[config.mk]
export PLATFORM = sky130hd
export DESIGN_NAME = seven_segment_scanner
export DESIGN_NICKNAME = d
export VERILOG_FILES = /design/src/rtl/seven_segment_scanner.sv
export SDC_FILE = /design/constraint.sdc
export NUM_CORES = 1
export LEC_CHECK = 0
export BUFFER_PORTS_ARGS = -buffer_cell sky130_fd_sc_hd__clkbuf_2
export CAP_MARGIN = 5
export CORE_MARGIN = 3
export CORE_UTILIZATION = 25
export DETAILED_ROUTE_END_ITERATION = 12
export PLACE_DENSITY = 0.46
export REMOVE_ABC_BUFFERS = 1
export SETUP_SLACK_MARGIN = 0.1
export SYNTH_ARGS = -nofsm -noshare
export SYNTH_HDL_FRONTEND = slang
export SYNTH_SLANG_ARGS = --single-unit
export TNS_END_PERCENT = 1
[constraint.sdc]
create_clock -name clk -period 5.85 [get_ports clk]
set_clock_uncertainty 0.2 [all_clocks]
set_input_delay 1.17 -clock clk [delete_from_list [all_inputs] [get_ports clk]]
set_output_delay 1.17 -clock clk [all_outputs]
set_load 0.005 [all_outputs]
[src/rtl/seven_segment_scanner.sv]
// seven_segment_scanner
//
// Multiplexed driver for a common-anode seven-segment bank. One digit is
// driven per slot of TICK_CYCLES clocks. Within a slot the digit is lit for
// (brightness+1)*TICK_CYCLES/2**BRIGHT_W cycles and dark for the rest.
// Display data is copied into shadow registers when the scan wraps to digit 0,
// so a whole frame always shows one consistent snapshot.
//
// Optional build macro:
//   SEVSEG_LZ_BLANK_EN - leading-zero suppression, evaluated on the data being
//                        latched at the start of each frame.
//
// Ports:
//   clk          system clock
//   reset_n      synchronous active-low reset
//   dig          hex value per digit, index 0 = rightmost
//   dp_in        decimal point request per digit, active-high
//   blank        force digit dark, active-high
//   brightness   duty code, sampled at each slot boundary
//   seg          segments a..g on seg[0]..seg[6], active-low
//   dp           decimal point, active-low
//   an           anodes, active-low, at most one low
//   frame_start  one-cycle pulse when a new frame's data is latched
module seven_segment_scanner #(
  parameter int NUM_DIGITS  = 4,
  parameter int TICK_CYCLES = 200_000,
  parameter int BRIGHT_W    = 3
) (
  input  logic                       clk,
  input  logic                       reset_n,
  input  logic [NUM_DIGITS-1:0][3:0] dig,
  input  logic [NUM_DIGITS-1:0]      dp_in,
  input  logic [NUM_DIGITS-1:0]      blank,
  input  logic [BRIGHT_W-1:0]        brightness,
  output logic [6:0]                 seg,
  output logic                       dp,
  output logic [NUM_DIGITS-1:0]      an,
  output logic                       frame_start
);

  // Counter width holds TICK_CYCLES itself, so on_cnt can express "lit for
  // the whole slot" and cnt+1 compares against it without overflow.
  localparam int CW   = $clog2(TICK_CYCLES + 1);
  localparam int IW   = $clog2(NUM_DIGITS);
  localparam int STEP = TICK_CYCLES >> BRIGHT_W;

  localparam logic [CW-1:0] CNT_LAST = CW'(TICK_CYCLES - 1);
  localparam logic [CW-1:0] STEP_V   = CW'(STEP);
  localparam logic [IW-1:0] IDX_LAST = IW'(NUM_DIGITS - 1);

  function automatic logic [6:0] glyph(input logic [3:0] v);
    logic [6:0] g;
    case (v)
      4'h0: g = 7'b1000000;
      4'h1: g = 7'b1111001;
      4'h2: g = 7'b0100100;
      4'h3: g = 7'b0110000;
      4'h4: g = 7'b0011001;
      4'h5: g = 7'b0010010;
      4'h6: g = 7'b0000010;
      4'h7: g = 7'b1111000;
      4'h8: g = 7'b0000000;
      4'h9: g = 7'b0010000;
      4'hA: g = 7'b0001000;
      4'hB: g = 7'b0000011;
      4'hC: g = 7'b1000110;
      4'hD: g = 7'b0100001;
      4'hE: g = 7'b0000110;
      default: g = 7'b0001110;
    endcase
    return g;
  endfunction

  logic [CW-1:0]                cnt;
  logic [CW-1:0]                on_cnt;
  logic [IW-1:0]                digit_idx;
  logic [NUM_DIGITS-1:0][3:0]   sh_dig;
  logic [NUM_DIGITS-1:0]        sh_dp;
  logic [NUM_DIGITS-1:0]        sh_blank;

  logic                         boundary;
  logic                         wrap;
  logic [CW-1:0]                cnt_inc;
  logic [CW-1:0]                on_cnt_new;
  logic [IW-1:0]                next_idx;
  logic [NUM_DIGITS-1:0]        lz_mask;
  logic [NUM_DIGITS-1:0][3:0]   sh_dig_n;
  logic [NUM_DIGITS-1:0]        sh_dp_n;
  logic [NUM_DIGITS-1:0]        sh_blank_n;
  logic [NUM_DIGITS-1:0]        an_n;
  logic [6:0]                   seg_n;
  logic                         dp_n;

  assign boundary   = (cnt == CNT_LAST);
  assign wrap       = boundary && (digit_idx == IDX_LAST);
  assign cnt_inc    = cnt + CW'(1);
  assign on_cnt_new = (CW'(brightness) + CW'(1)) * STEP_V;
  assign next_idx   = (digit_idx == IDX_LAST) ? '0 : digit_idx + IW'(1);

  // Leading-zero mask over the data about to be latched. Scans from the
  // leftmost digit down to digit 1; digit 0 is never suppressed.
`ifdef SEVSEG_LZ_BLANK_EN
  always_comb begin
    logic run;
    lz_mask = '0;
    run     = 1'b1;
    for (int i = NUM_DIGITS - 1; i >= 1; i--) begin
      if (run && (dig[i] == 4'h0) && !dp_in[i]) begin
        lz_mask[i] = 1'b1;
      end else begin
        run = 1'b0;
      end
    end
  end
`else
  assign lz_mask = '0;
`endif

  // Shadow contents as they will be after this edge; the first digit of a
  // frame is drawn from the freshly latched data on the same edge.
  always_comb begin
    sh_dig_n   = sh_dig;
    sh_dp_n    = sh_dp;
    sh_blank_n = sh_blank;
    if (wrap) begin
      sh_dig_n   = dig;
      sh_dp_n    = dp_in;
      sh_blank_n = blank | lz_mask;
    end
  end

  // Output pattern for the digit that starts at the coming boundary.
  always_comb begin
    an_n  = '1;
    seg_n = 7'b1111111;
    dp_n  = 1'b1;
    if (!sh_blank_n[next_idx]) begin
      an_n  = ~(NUM_DIGITS'(1) << next_idx);
      seg_n = glyph(sh_dig_n[next_idx]);
      dp_n  = ~sh_dp_n[next_idx];
    end
  end

  always_ff @(posedge clk) begin
    if (!reset_n) begin
      cnt         <= '0;
      on_cnt      <= '0;
      digit_idx   <= IDX_LAST;
      sh_dig      <= '0;
      sh_dp       <= '0;
      sh_blank    <= '0;
      an          <= '1;
      seg         <= 7'b1111111;
      dp          <= 1'b1;
      frame_start <= 1'b0;
    end else begin
      sh_dig      <= sh_dig_n;
      sh_dp       <= sh_dp_n;
      sh_blank    <= sh_blank_n;
      frame_start <= wrap;
      if (boundary) begin
        cnt       <= '0;
        digit_idx <= next_idx;
        on_cnt    <= on_cnt_new;
        an        <= an_n;
        seg       <= seg_n;
        dp        <= dp_n;
      end else begin
        cnt <= cnt_inc;
        // Lit period ends on the edge where cnt reaches on_cnt. With
        // on_cnt == TICK_CYCLES this never fires, so slots abut.
        if (cnt_inc == on_cnt) begin
          an  <= '1;
          seg <= 7'b1111111;
          dp  <= 1'b1;
        end
      end
    end
  end

endmodule

# Word level (Yosys, flattened, before mapping)
# Memories as Yosys holds them, arrays and structs flattened.
# Cells that the tools add are included.
# word_totals
reg_bits	72
rom_bits	112
input_bits	29
out_inout_bits	13
wordCells	48
mem_count	1
# classes
addsub	3
mul	1
magnitude_cmp	1
eq_ne	3
shift	1
n_mux	19
bitwise_logic	3
n_reduce_logical	3
# memory_table
memory	words	word_bits	read_ports	rd_clocked_by_memory_dff	wr	line	source
(no name shown)	16	7	1	0	0	53	case (v)
# op_table
operator	count
$mux W4	6
$mux W7	3
$add A18 B1 Y18 const B	1
$eq A18 B18 Y1	1
$eq A18 B18 Y1 const B	1
$mux W16	1
$mul A4 B12 Y15 const B	1
$bmux W4 S2	1
$mux W1	5
$add A3 B1 Y4 const B	1
$bmux W1 S2	2
$not A4 Y4	1
$shl A1 B2 Y4 const A	1
$lt A2 B3 Y1 const B	1
$add A2 B1 Y2 const B	1
$eq A2 B2 Y1 const B	1
$mux W2	1
$not A1 Y1	2
$reduce_bool A2 Y1	1
$reduce_or A2 Y1	1
$logic_and A1 B1 Y1	1

# Depth between registers and ports, before layout
# logic_depth
depth_word	8
ltp_mapped	16
ltp_nobuf	15

# Worst setup path after synthesis
# Ideal clock, no wire load.
# synth_path
path_type	input port to flip-flop
start	input brightness[0]
end	register on_cnt[17]
setup_time_ns	0.133
t_arrival_ns	3.721
required_time_ns	5.517
slack_ns	1.797
cell_stages	15
path_buffers	0
path_cell_list	inv_1 > ha_1 > ha_1 > xnor2_1 > ha_1 > a21o_1 > ha_1 > a31oi_1 > nor2b_1 > o21a_1 > o31a_1 > a31oi_1 > nor2b_1 > xnor2_1 > a21oi_1
# synth_via
elab_chain_cells	2
# synth_rtl
item	line	source
start, declared	34	input logic [BRIGHT_W-1:0] brightness,
$add A3 B1 Y4	97	assign on_cnt_new = (CW'(brightness) + CW'(1)) * STEP_V;
$mul A4 B12 Y15	97	
end signal, assigned	164	on_cnt <= on_cnt_new;
end, declared	75	logic [CW-1:0] on_cnt;
# No other way between the ends.
# A chain may end at the register's enable or synchronous reset.

# Worst setup path after layout
# layout_path
start	register digit_idx[0]
end	register seg[0]
# layout_via
elab_chain_cells	8
elab_cells_between_ends	13
cone_classes	add/sub: 1; eq/ne: 1; mux: 9; reduce/logical: 1; memory: 1
# layout_rtl
item	line	source
start, declared	76	logic [IW-1:0] digit_idx;
start signal, assigned	163	digit_idx <= next_idx;
parallel branches: the longest is 6 deep, another holds $mem_v2 Z16 W7	-	
$mux W7 *	137	if (!sh_blank_n[next_idx]) begin
$mux W7 *	161	if (boundary) begin
end signal, assigned	166	seg <= seg_n;
end, declared	35	output logic [6:0] seg,
# Every way passes the cells marked *. The select of a mux whose other input is x is not followed.

==> results_dict.tcl <==
set metrics [dict create \
    track_usage_pct 11.91 \
    die_y_um 133.5 \
    syn-instance-count 480 \
    die-width_um 133.5 \
    fin_crit_ns 4.153 \
    cts.clk_slew.worst_paths_ns 0.07 \
    cts_buffer_depth 2 \
    detail-route-antenna-nets 0 \
    fin_crit_sh_pct 71.00 \
    ctsHtreeMaxLevel 3 \
    gp_congestion 0.8231 \
    crit_fanout 10 \
    worstPathArrival_ns 4.18 \
    grt_pass1_wl_um 17280 \
    cts_resized 0 \
    die-area_mm2 0.01781 \
    ys_ff_latch 72 \
    fin_util_pct 30.52 \
    cts.sinks 72 \
    cts_hold_buf 0 \
    async_flop_share_pct 0 \
    path_cells "ha_1, inv_1, or3_1, o21ai_0, a31oi_1, a21oi_1, inv_1, ha_1, inv_1, o31ai_1, a221o_1, o32ai_1, o21ai_0, o221a_2" \
    p_leak_nw 1.805 \
    drc 0 \
    ff2ff_setup_slack_ns 1.70 \
    synth.mux.area_fraction_pct 3.019 \
    rsz0062_at_grt "no" \
    area_growth_pct 16.76 \
    reg2reg_to "seg[0]" \
    crit_family "compound AO/OA/AOI/OAI gates" \
    dpl.hpwl_um 7742 \
    synth_compound_area_share_pct 17.50 \
    antenna_found_initial 0 \
    viasPerCell 4.782 \
    synthXorXnorAreaFrac_pct 8.842 \
    rr_worst_depth 14 \
    synth_top_family_by_area "simple AND/OR/NAND/NOR gates" \
    whs_endpoint "sh_dig[5]" \
    tritoncts "yes" \
    path_buf_inv 3 \
    start_util_pct 26.14 \
    cts-root-buf "clkbuf_16" \
    setup_tns_ns 0 \
    max_freq_mhz 240.8 \
    crit_path_max_incr_delay_ns 0.60 \
    totalWireLength_um 10430 \
    tightest_slew_ns 0.8643 \
    synth_area_per_cell_um2 8.461 \
    path_class "flip-flop to flip-flop" \
    status "completed" \
    vdd_ir_drop_max_mv 0.1737 \
    synth_area_mm2 0.004061 \
    cp.required_ns 5.87 \
    synthSimpleGateAreaFrac_pct 22.64 \
    wire_per_inst_um 14.27 \
    grt_max_degree 42 \
    via_count 3496 \
    nets 571 \
    timing.slew.headroom_pct 42.24 \
    drive_gt1_share_pct 14.62 \
    hp-class "flip-flop to flip-flop" \
    critPathSlowestCell "a21oi_1" \
    cts_setup_buffers 0 \
    fin_cells 731 \
    end_kind "flip-flop" \
    synthFlopType "dfxtp_1" \
    port_buffers 41 \
    maxSlewViolCount 0 \
    grt_pass1_vias 3381 \
    ys_seq_area_share_pct 35.49 \
    yosys_warnings 0 \
    min-delay-start "sh_dig[5]" \
    synth_edf_count 0 \
    placementRows 45 \
    drtIter0Drc 172 \
    startpoint_type "flip-flop" \
    io_pins 42 \
    yosys.area_share.adder_pct 8.318 \
    hold_path_depth 2 \
    clk_latency_ns 0.34 \
    placedCellCount 715 \
    power_density_mw_per_mm2 234.1 \
    overflow 0 \
    synth.distinct_cells 60 \
    num_antenna_cells 0 \
    cpMostUsedCell "inv_1" \
    finalHoldViolCount 0 \
    regToRegStartpoint "digit_idx[0]" \
    cap_violations 0 \
    total_power_mw 1.110 \
    coreArea_mm2 0.01554 \
    setup_viol 0 \
    cts_made_buffers 9 \
    drtPass1Iterations 4 \
]
-- layout make-up --
class	instances	area, um2
Timing Repair Buffer	45	235.2
Clock buffer	9	225.2
Multi-Input combinational cell	369	2455
Tap cell	211	264.0
Sequential cell	72	1441
Inverter	18	67.56
Clock inverter	7	53.80
Fill cell	1678	10800
-- layout by cell type, fill, tap and decap left out, types with 5 or more instances in the layout --
cell / instances
mux2i_1: 10
clkbuf_16: 9
nand3_1: 9
nor3_1: 11
a2bb2oi_1: 6
dfxtp_1: 72
nand2_1: 67
nor4_1: 7
clkbuf_2: 41
nand4_1: 9
o21ai_0: 12
inv_1: 16
and3_1: 5
a21oi_1: 42
and2_1: 7
ha_1: 27
nor2_1: 42
xnor2_1: 31
a31oi_1: 9
o21a_1: 5
xor2_1: 10
-- cell usage after synthesis (all sizes together), types with 4 or more instances --
master | n | area (um2)
a21oi | 42 | 210.2
clkbuf | 13 | 50.04
nor2 | 43 | 168.9
a2bb2oi | 7 | 67.56
xnor2 | 31 | 271.5
dfxtp | 72 | 1441
a211oi | 4 | 30.03
buf | 8 | 52.54
mux2i | 10 | 100.1
nand2 | 67 | 251.5
and2 | 7 | 43.79
o311ai | 4 | 35.03
o211ai | 4 | 30.03
nor2b | 4 | 25.02
nand3 | 11 | 72.57
ha | 27 | 337.8
and3 | 5 | 31.28
o21ai | 13 | 65.06
a31oi | 9 | 56.30
nor4 | 8 | 65.06
nor3b | 4 | 30.03
inv | 16 | 60.06
o21a | 5 | 37.54
nor3 | 12 | 60.06
xor2 | 10 | 87.58
nand4 | 9 | 56.30
-- flip-flops by register name (all words and copies together), names as in the netlist, 2 cells and up --
register / count
cnt: 18
sh_dp: 4
seg: 7
sh_dig: 16
an: 4
digit_idx: 2
sh_blank: 4
on_cnt: 15
-- worst reg2reg max path, cell delays in order (launching register included) --
cell and delay [ns]:
dfxtp_1 0.39, ha_1 0.45, inv_1 0.14, or3_1 0.50
o21ai_0 0.26, a31oi_1 0.15, a21oi_1 0.60, inv_1 0.14
ha_1 0.29, inv_1 0.15, o31ai_1 0.09, a221o_1 0.27
o32ai_1 0.11, o21ai_0 0.11, o221a_2 0.17
-- layer usage --
layer / up-vias / track usage [%] / wire (um)
met4: 0 / 3.600 / 204
met2: 71 / 19.22 / 4830
li1: 1791 / - / -
met3: 18 / 2.870 / 405
met1: 1616 / 15.81 / 4995
met5: - / 0 / 0
-- through the flow --
stage	setup WS (ns)	hold slack (ns)	instance area, um2
2_1_floorplan	1.752	0.2287	3959
3_3_place_gp	1.450	0.2406	4463
3_5_place_dp	1.361	0.2440	4463
4_1_cts	1.664	0.2546	4742
5_1_grt	1.326	0.2723	4742
6_report	1.697	0.2535	4742
-- power by group --
group          switching (mW)  internal, mW
clock                   0.227         0.291
combinational          0.0531        0.0444
sequential            0.00271         0.492
-- how the worst max path moves through the flow --
stage | from | to | slack, ns | cells past startpoint
after floorplan | brightness[0] | on_cnt[17] | 1.75 | 15
after global placement | brightness[0] | on_cnt[17] | 1.45 | 16
after detailed placement | brightness[0] | on_cnt[17] | 1.36 | 16
after CTS | digit_idx[0] | seg[0] | 1.66 | 14
after global routing | digit_idx[0] | seg[0] | 1.33 | 14
final | digit_idx[0] | seg[0] | 1.70 | 14
-- kinds of logic (layout without fill, tap and decap cells) --
kind of cell	Yosys count	count (layout)
AOI/OAI and AO/OA	108	108
xor gates and xnor gates	41	41
adders and majority gates	27	27
buffers and inverters	39	79
DFF	72	72
muxes	11	11
and+or+nand+nor	182	182
No activity file was read; power rests on OpenSTA's default activity.
